[config.mk]
export PLATFORM = sky130hd
export DESIGN_NAME = axil_reg_master
export DESIGN_NICKNAME = d
export VERILOG_FILES = /design/src/rtl/axil_reg_master.sv
export SDC_FILE = /design/constraint.sdc
export NUM_CORES = 1
export LEC_CHECK = 0
export BUFFER_PORTS_ARGS = -buffer_cell sky130_fd_sc_hd__buf_2
export CAP_MARGIN = 20
export CORE_MARGIN = 2
export CORE_UTILIZATION = 40
export DETAILED_ROUTE_END_ITERATION = 6
export GPL_ROUTABILITY_DRIVEN = 0
export PLACE_DENSITY = 0.69
export SLEW_MARGIN = 30
export SYNTH_ARGS = -nofsm -noshare
export SYNTH_HDL_FRONTEND = slang
export SYNTH_SLANG_ARGS = --single-unit
[constraint.sdc]
create_clock -name clk -period 6.3 [get_ports clk]
set_clock_uncertainty 0.1 [all_clocks]
set_input_delay 0.315 -clock clk [delete_from_list [all_inputs] [get_ports clk]]
set_output_delay 0.315 -clock clk [all_outputs]
set_load 0.005 [all_outputs]
[src/rtl/axil_reg_master.sv]
// AXI4-Lite register master: turns single command/response transactions into
// AW/W/B or AR/R channel traffic with a per-transaction timeout.
module axil_reg_master #(
    parameter int unsigned TIMEOUT = 1024,
    parameter int unsigned CW      = 16
) (
    input  logic        clk,
    input  logic        reset,

    input  logic        cmd_valid,
    output logic        cmd_ready,
    input  logic        cmd_write,
    input  logic [31:0] cmd_addr,
    input  logic [31:0] cmd_wdata,
    input  logic [3:0]  cmd_wstrb,

    output logic        rsp_valid,
    input  logic        rsp_ready,
    output logic [31:0] rsp_rdata,
    output logic [1:0]  rsp_resp,
    output logic        rsp_timeout,
    output logic [15:0] timeout_count,

    output logic [31:0] M_AXI_AWADDR,
    output logic        M_AXI_AWVALID,
    input  logic        M_AXI_AWREADY,
    output logic [2:0]  M_AXI_AWPROT,

    output logic [31:0] M_AXI_WDATA,
    output logic [3:0]  M_AXI_WSTRB,
    output logic        M_AXI_WVALID,
    input  logic        M_AXI_WREADY,

    input  logic [1:0]  M_AXI_BRESP,
    input  logic        M_AXI_BVALID,
    output logic        M_AXI_BREADY,

    output logic [31:0] M_AXI_ARADDR,
    output logic        M_AXI_ARVALID,
    input  logic        M_AXI_ARREADY,
    output logic [2:0]  M_AXI_ARPROT,

    input  logic [31:0] M_AXI_RDATA,
    input  logic [1:0]  M_AXI_RRESP,
    input  logic        M_AXI_RVALID,
    output logic        M_AXI_RREADY
);

    localparam int unsigned AW  = 32;
    localparam int unsigned DW  = 32;
    localparam int unsigned SW  = 4;
    localparam int unsigned TCW = 16;

    typedef enum logic [1:0] {IDLE, WR, RD, RSP} state_t;

    state_t          state, state_d;
    logic [CW-1:0]   tcnt, tcnt_d;
    logic [AW-1:0]   addr, addr_d;
    logic [DW-1:0]   wdata, wdata_d;
    logic [SW-1:0]   wstrb, wstrb_d;
    logic            cmd_ready_d;
    logic            awvalid_d, wvalid_d, bready_d, arvalid_d, rready_d;
    logic            rsp_valid_d, rsp_timeout_d;
    logic [DW-1:0]   rsp_rdata_d;
    logic [1:0]      rsp_resp_d;
    logic [TCW-1:0]  timeout_count_d;
    logic            expired, b_hs, r_hs;

    // One latched address serves both channels; only one transaction is ever in flight.
    assign M_AXI_AWADDR = addr;
    assign M_AXI_ARADDR = addr;
    assign M_AXI_WDATA  = wdata;
    assign M_AXI_WSTRB  = wstrb;
    assign M_AXI_AWPROT = 3'b000;
    assign M_AXI_ARPROT = 3'b000;

    assign expired = (tcnt == CW'(TIMEOUT - 1));
    assign b_hs    = M_AXI_BVALID & M_AXI_BREADY;
    assign r_hs    = M_AXI_RVALID & M_AXI_RREADY;

    // Next-state and next-output logic
    always_comb begin
        state_d         = state;
        tcnt_d          = tcnt;
        addr_d          = addr;
        wdata_d         = wdata;
        wstrb_d         = wstrb;
        cmd_ready_d     = cmd_ready;
        awvalid_d       = M_AXI_AWVALID;
        wvalid_d        = M_AXI_WVALID;
        bready_d        = M_AXI_BREADY;
        arvalid_d       = M_AXI_ARVALID;
        rready_d        = M_AXI_RREADY;
        rsp_valid_d     = rsp_valid;
        rsp_timeout_d   = rsp_timeout;
        rsp_rdata_d     = rsp_rdata;
        rsp_resp_d      = rsp_resp;
        timeout_count_d = timeout_count;

        case (state)
            IDLE: begin
                if (cmd_valid && cmd_ready) begin
                    addr_d      = cmd_addr;
                    tcnt_d      = '0;
                    cmd_ready_d = 1'b0;
                    if (cmd_write) begin
                        wdata_d   = cmd_wdata;
                        wstrb_d   = cmd_wstrb;
                        awvalid_d = 1'b1;
                        wvalid_d  = 1'b1;
                        bready_d  = 1'b1;
                        state_d   = WR;
                    end else begin
                        arvalid_d = 1'b1;
                        rready_d  = 1'b1;
                        state_d   = RD;
                    end
                end
            end

            WR, RD: begin
                // Address/data channels retire independently of each other and of B/R
                if (M_AXI_AWREADY) awvalid_d = 1'b0;
                if (M_AXI_WREADY)  wvalid_d  = 1'b0;
                if (M_AXI_ARREADY) arvalid_d = 1'b0;

                if (b_hs || r_hs) begin
                    awvalid_d     = 1'b0;
                    wvalid_d      = 1'b0;
                    bready_d      = 1'b0;
                    arvalid_d     = 1'b0;
                    rready_d      = 1'b0;
                    rsp_valid_d   = 1'b1;
                    rsp_timeout_d = 1'b0;
                    rsp_resp_d    = b_hs ? M_AXI_BRESP : M_AXI_RRESP;
                    rsp_rdata_d   = b_hs ? '0 : M_AXI_RDATA;
                    state_d       = RSP;
                end else if (expired) begin
                    awvalid_d     = 1'b0;
                    wvalid_d      = 1'b0;
                    bready_d      = 1'b0;
                    arvalid_d     = 1'b0;
                    rready_d      = 1'b0;
                    rsp_valid_d   = 1'b1;
                    rsp_timeout_d = 1'b1;
                    rsp_resp_d    = 2'b10;
                    rsp_rdata_d   = '0;
                    if (timeout_count != '1)
                        timeout_count_d = timeout_count + TCW'(1);
                    state_d       = RSP;
                end else begin
                    tcnt_d = tcnt + CW'(1);
                end
            end

            RSP: begin
                if (rsp_ready) begin
                    rsp_valid_d = 1'b0;
                    cmd_ready_d = 1'b1;
                    state_d     = IDLE;
                end
            end

            default: begin
                state_d = IDLE;
            end
        endcase
    end

    // State and registered outputs
    always_ff @(posedge clk or posedge reset) begin
        if (reset) begin
            state         <= IDLE;
            tcnt          <= '0;
            addr          <= '0;
            wdata         <= '0;
            wstrb         <= '0;
            cmd_ready     <= 1'b1;
            M_AXI_AWVALID <= 1'b0;
            M_AXI_WVALID  <= 1'b0;
            M_AXI_BREADY  <= 1'b0;
            M_AXI_ARVALID <= 1'b0;
            M_AXI_RREADY  <= 1'b0;
            rsp_valid     <= 1'b0;
            rsp_timeout   <= 1'b0;
            rsp_rdata     <= '0;
            rsp_resp      <= '0;
            timeout_count <= '0;
        end else begin
            state         <= state_d;
            tcnt          <= tcnt_d;
            addr          <= addr_d;
            wdata         <= wdata_d;
            wstrb         <= wstrb_d;
            cmd_ready     <= cmd_ready_d;
            M_AXI_AWVALID <= awvalid_d;
            M_AXI_WVALID  <= wvalid_d;
            M_AXI_BREADY  <= bready_d;
            M_AXI_ARVALID <= arvalid_d;
            M_AXI_RREADY  <= rready_d;
            rsp_valid     <= rsp_valid_d;
            rsp_timeout   <= rsp_timeout_d;
            rsp_rdata     <= rsp_rdata_d;
            rsp_resp      <= rsp_resp_d;
            timeout_count <= timeout_count_d;
        end
    end

endmodule

==> results of run 1 <==
-- routing by layer --
metal  routed length (um)  part of all wire, %  global-route usage (%)  vias to the layer above
li1                     -                    -                       -                     2657
met1                 7080                   43                    24.4                     2490
met2                 8050                   49                    33.2                      225
met3                 1130                  6.8                    5.69                       20
met4                  266                  1.6                    5.92                        0
met5                    0                    0                       0                        -
-- flip-flops by register name (all words and copies together), names as in the netlist --
| register | flops |
|---|---|
| M_AXI_ARADDR | 32 |
| M_AXI_ARVALID | 1 |
| M_AXI_AWVALID | 1 |
| M_AXI_BREADY | 1 |
| M_AXI_RREADY | 1 |
| M_AXI_WDATA | 32 |
| M_AXI_WSTRB | 4 |
| M_AXI_WVALID | 1 |
| cmd_ready | 1 |
| rsp_rdata | 32 |
| rsp_resp | 2 |
| rsp_timeout | 1 |
| rsp_valid | 1 |
| state | 2 |
| tcnt | 16 |
| timeout_count | 16 |
-- where the power goes --
part | switching, mW | leakage, nW | internal, mW
clock network | 0.426 | 0.284 | 0.568
registers | 0.203 | 1.87 | 1.25
logic | 0.687 | 2.50 | 0.571
-- worst max path at each step --
stage / from / end / slack, ns / depth (start not counted)
2_1_floorplan: reset / M_AXI_ARADDR[0] / 2.02 / 1
3_3_place_gp: state[0] / tcnt[9] / 3.43 / 6
3_5_place_dp: state[0] / tcnt[9] / 3.42 / 6
4_1_cts: state[0] / tcnt[9] / 3.41 / 6
5_1_grt: state[0] / tcnt[9] / 3.21 / 6
6_report: state[0] / tcnt[9] / 3.36 / 6
-- cell type report --
class / instances / area [um^2] / share of cell area (%)
Sequential cell: 144 / 3600 / 41.3
Multi-Input combinational cell: 427 / 2490 / 28.6
Timing Repair Buffer: 309 / 1720 / 19.7
Clock buffer: 18 / 439 / 5.03
Tap cell: 216 / 270 / 3.10
Clock inverter: 14 / 145 / 1.66
Inverter: 11 / 46.3 / 0.531
Antenna cell: 1 / 2.50 / 0.0287
-- worst min-delay path: stages --
cell and delay (ns):
buf_2 0.09, nand2_1 0.04, nand2_1 0.04
-- kinds of logic after synthesis --
family / after synthesis
XOR/XNOR: 23
adder cells (fa/ha/maj): 5
flip-flops: 144
buffers and inverters: 78
AND/OR/NAND/NOR: 269
multiplexers: 43
other: 1
AO/OA/AOI/OAI: 81
-- synth_stat cells (all sizes together) --
library cell,number
nand2,188
dfrtp,143
o21ai,55
buf,53
mux2,39
nand3,19
xor2,16
clkbuf,14
nor4,12
a21oi,11
inv,11
nand4,9
nor2,8
nor3,8
xnor2,7
a22o,5
ha,5
and2,4
and3,4
mux2i,4
nand2b,4
and4,3
a21o,2
a221o,2
nor2b,2
nor3b,2
o22ai,2
or2,2
a22oi,1
a31oi,1
a32oi,1
and4bb,1
conb,1
dfstp,1
nor4b,1
o211ai,1
or3,1
or4b,1
-- repair_timing --
| item | CTS | global route |
|---|---|---|
| endpoints found under the hold margin | 114 | 0 |
| hold buffers | 32 | 0 |
| setup buffers | 0 | 0 |
==> results.toml, run 1 <==
[status]
status = "finished, final reports clean"

[sta]
setup_viol = 0
fin_tns_setup_ns = 0
hold_slack_ns = 0.0119
rsz0062_at_grt = "false"
fmax_ghz = 0.340
slew_headroom_pct = 48.0
finalWorstSetupSlack_ns = 3.36
hold_viol = 0
period_share_pct = 46.7
worst_pin_slew_ns = 0.780
fin_crit_ns = 2.94
slew_violations = 0

[routing]
dr_total_vias = 5392
drc_errors = 0
wirelength_mm = 16.5
first_iter_violations = 217
drtPass1Iterations = 6
vias_per_cell = 4.73
routedWlPerCell_um = 14.5
ant_nets = 0

[layout]
fillers = 1424
post-route-util_pct = 54.7
layout_common_cells = "271 x buf_2, 188 x nand2_1, 143 x dfrtp_1"
stdcell_count = 1140
final_area_um2 = 8720
area_growth_pct = 33.5
nets = 1029
final_common_cell = "buf_2"
drive_above_1_share_pct = 39.3

[clock_network]
cts.reportedPaths.clkPinSlew_ns = 0.06
clockBufferDepth = 2
cts_tree = "built"
clockRootBuffer = "clkbuf_16"
clock_latency_ns = 0.42
h-tree-depth = 4
cts_buffers = 17
cts.sinks = 144
cts_resized = 0

[worst_setup_path]
cp-start-kind = "flop"
worst-path-buf-inv = 1
timing.rr.start = "state[0]"
cpMostUsedCell = "a21oi_1"
reg2reg_setup_slack_ns = 3.36
crit_chain = "inv_1 > ha_1 > nand2b_1 > a21oi_1 > a21oi_1 > a221o_1"
worstSetupPathType = "flop to flop"
cpPeakStageDelay_ns = 0.66
reg2reg_depth = 6
cpLargestDelayFamily = "compound AO/OA/AOI/OAI gates"
cp.arrival_ns = 3.14
rr_endpoint = "tcnt[9]"
crit_path_max_fanout = 16
cp-end-kind = "flop"
required_ns = 6.50
worst_path_max_delay_cell = "a21oi_1"

[pwr]
cellPowerDensity_nw_per_um2 = 425
peakVddDrop_uv = 196
p_leak_nw = 4.65
power.total_mw = 3.70

[placement]
io_buffers = 271
dp_worst_setup_slack_ns = 3.42
dp_hpwl_mm = 11.4
dp_cells = 1075
placed_area_um2 = 7820

[synth]
netlist.area_leader.share_pct = 54.8
synth_cell_types = 45
synth_seq_cells = 144
synthAdderAreaFrac_pct = 0.958
ys_seq_area_share_pct = 55.2
synthCells = 644
synth_compound_gate_area_share_pct = 6.91
synthSimpleGateAreaFrac_pct = 19.3
synthMuxAreaShare_pct = 7.34
syn_area_um2 = 6530
synth_warnings = 0
syn_avg_cell_area_um2 = 10.1
synth.largest_area_cell = "dfrtp_1"
synth_top_family_by_area = "simple AND/OR/NAND/NOR gates"
synth_xor_area_share_pct = 3.08
synthTopCellsByArea = "dfrtp_1 55%, nand2_1 11%, mux2_2 6.7%, buf_4 4.5%, o21ai_0 4.1%"

[die]
coreArea_um2 = 15900
die-area_um2 = 17400
ios = 278
rows = 46
die_w_um = 132
start_util_pct = 41.0
dieHeight_um = 132

[worst_hold_path]
min_from = "cmd_addr[9]"
hold-path-endpoint = "M_AXI_ARADDR[9]"
hold_class = "input port to flop"
holdPathStages = 3

[global_routing]
grt_pass1_wl_mm = 27.3
overflow = 0
grt_use_total_pct = 19.6
grt_max_degree = 85
antenna_found_initial = 1
grt_pass1_vias = 5295

[job]
drv_cap = 0
Power figures use the tool's default switching activity.
==> run 2: changes to the inputs <==
--- a/config.mk
+++ b/config.mk
@@ -11,7 +11,7 @@
 export CORE_UTILIZATION = 40
 export DETAILED_ROUTE_END_ITERATION = 6
 export GPL_ROUTABILITY_DRIVEN = 0
-export PLACE_DENSITY = 0.69
+export PLACE_DENSITY = 0.72
 export SLEW_MARGIN = 30
 export SYNTH_ARGS = -nofsm -noshare
 export SYNTH_HDL_FRONTEND = slang
==> constraint.sdc (replaced) <==
create_clock -name clk -period 2.5 [get_ports clk]
set_clock_uncertainty 0.1 [all_clocks]
set_input_delay 0.125 -clock clk [delete_from_list [all_inputs] [get_ports clk]]
set_output_delay 0.125 -clock clk [all_outputs]
set_load 0.005 [all_outputs]
==> results.toml, run 2 (synthesis gave the netlist of run 1 again) <==
[worst_setup_path]
crit_chain = "inv_1 > ha_1 > nor2b_1 > o21ai_1 > or4b_1 > xnor2_1 > a22o_1"
crit_path_max_fanout = 9
cp-end-kind = "flop"
worst_path_max_delay_cell = "or4b_1"
required_ns = 2.71
cp-start-kind = "flop"
cp.arrival_ns = 2.51
worstSetupPathType = "flop to flop"
cpPeakStageDelay_ns = 0.56

[clock_network]
cts_tree = "built"
h-tree-depth = 4
clock_latency_ns = 0.42
cts_buffers = 17
post_cts_buffers = 0
cts.reportedPaths.clkPinSlew_ns = 0.06
cts.sinks = 144
clockBufferDepth = 2
clockRootBuffer = "clkbuf_16"

[routing]
drtPass1Iterations = 5
first_iter_violations = 253
routedWlPerCell_um = 15.2
dr_total_vias = 5926
vias_per_cell = 4.83
drc_errors = 0
ant_nets = 0
wirelength_mm = 18.7

[die]
dieHeight_um = 132
rows = 46
die_w_um = 132
start_util_pct = 41.0
ios = 278
die-area_um2 = 17400
coreArea_um2 = 15900

[placement]
dp_hpwl_mm = 11.5
dp_worst_setup_slack_ns = 0.209
dp_cells = 1085
io_buffers = 271

[layout]
nets = 1118
drive_above_1_share_pct = 36.9
layout_common_cells = "271 x buf_2, 188 x nand2_1, 143 x dfrtp_1"
diodes = 0
area_growth_pct = 47.4
stdcell_count = 1228
final_common_cell = "buf_2"

[global_routing]
grt_pass1_vias = 6114
grt_pass1_wl_mm = 30.5
grt_max_degree = 82
overflow = 0
antenna_found_initial = 0
grt_use_total_pct = 21.9

[sta]
fmax_ghz = 0.436
slew_violations = 0
finalWorstSetupSlack_ns = 0.206
setup_viol = 0
hold_viol = 0
fin_crit_ns = 2.29
fin_tns_setup_ns = 0
rsz0062_at_grt = "false"
period_share_pct = 91.8

[pwr]
peakVddDrop_uv = 626
p_leak_nw = 5.03
cellPowerDensity_nw_per_um2 = 1010

[status]
status = "finished, final reports clean"

[job]
drv_cap = 0

[worst_hold_path]
hold_class = "input port to flop"
## run 2: cell count changes in the layout (fill, tap and decap cells not counted), moves of 2 or more
| cell | previous run | this run |
|---|---|---|
| buf_12 | 0 | 4 |
| buf_4 | 6 | 12 |
| clkinv_4 | 2 | 0 |
| clkinvlp_4 | 2 | 5 |
| dlygate4sd3_1 | 32 | 111 |
## run 2: power by group
group          internal, mW  total, mW  leakage, nW  switching, mW
Clock                  1.40       2.50        0.274           1.10
Sequential             3.15       3.68         1.87          0.536
Combinational          1.66       3.50         2.89           1.84
## run 2: area by class of cell
type                            count  area, um^2
Fill cell                        1247        6310
Inverter                           11        45.0
Clock inverter                     15         153
Multi-Input combinational cell    427        2490
Tap cell                          216         270
Clock buffer                       17         425
Sequential cell                   144        3600
Timing Repair Buffer              398        2640
## run 2: stage by stage
step / hold WS [ns] / utilization, % / area (um^2) / power [mW]
finish: 0.110 / 60.4 / 9630 / 9.69
global route: 0.122 / 60.4 / 9630 / 10.4
CTS: 0.0928 / 60.4 / 9630 / 9.66
detailed placement: 0.188 / 49.8 / 7940 / 6.99
global placement: 0.189 / 49.8 / 7940 / 6.90
floorplan: 0.130 / - / 6560 / 5.65
## run 2: final timing paths
check,from,end,slack [ns],depth (start not counted)
setup / recovery,state[0],tcnt[5],0.21,7
hold / removal,cmd_valid,state[0],0.11,4
setup reg to reg,state[0],tcnt[5],0.21,7
hold reg to reg,rsp_rdata[16],rsp_rdata[16],0.37,2
max in group asynchronous,reset,tcnt[1],1.61,4
min in group asynchronous,reset,M_AXI_WDATA[16],0.30,4
## run 2: layer usage
metal / vias up / global-route usage (%) / routed length (um)
li1: 2823 / - / -
met1: 2810 / 24.8 / 7370
met2: 254 / 38.6 / 9450
met3: 39 / 6.34 / 1360
met4: 0 / 9.18 / 525
met5: - / 0 / 0
## run 2: critical path, delay by kind of cell, from the launching register on
family | cells | cell delay, ns
flops | 1 | 0.36
simple gates | 2 | 0.77
xor+xnor | 1 | 0.14
compound gates | 2 | 0.32
fa+ha+maj | 1 | 0.42
buf+inv | 1 | 0.07
## run 2: what timing repair did
| item | in CTS | in global routing |
|---|---|---|
| hold endpoints to repair | 251 | 0 |
| setup endpoints to repair | 0 | 3 |
| resized for setup | 0 | 2 |
| hold buffers | 111 | 0 |
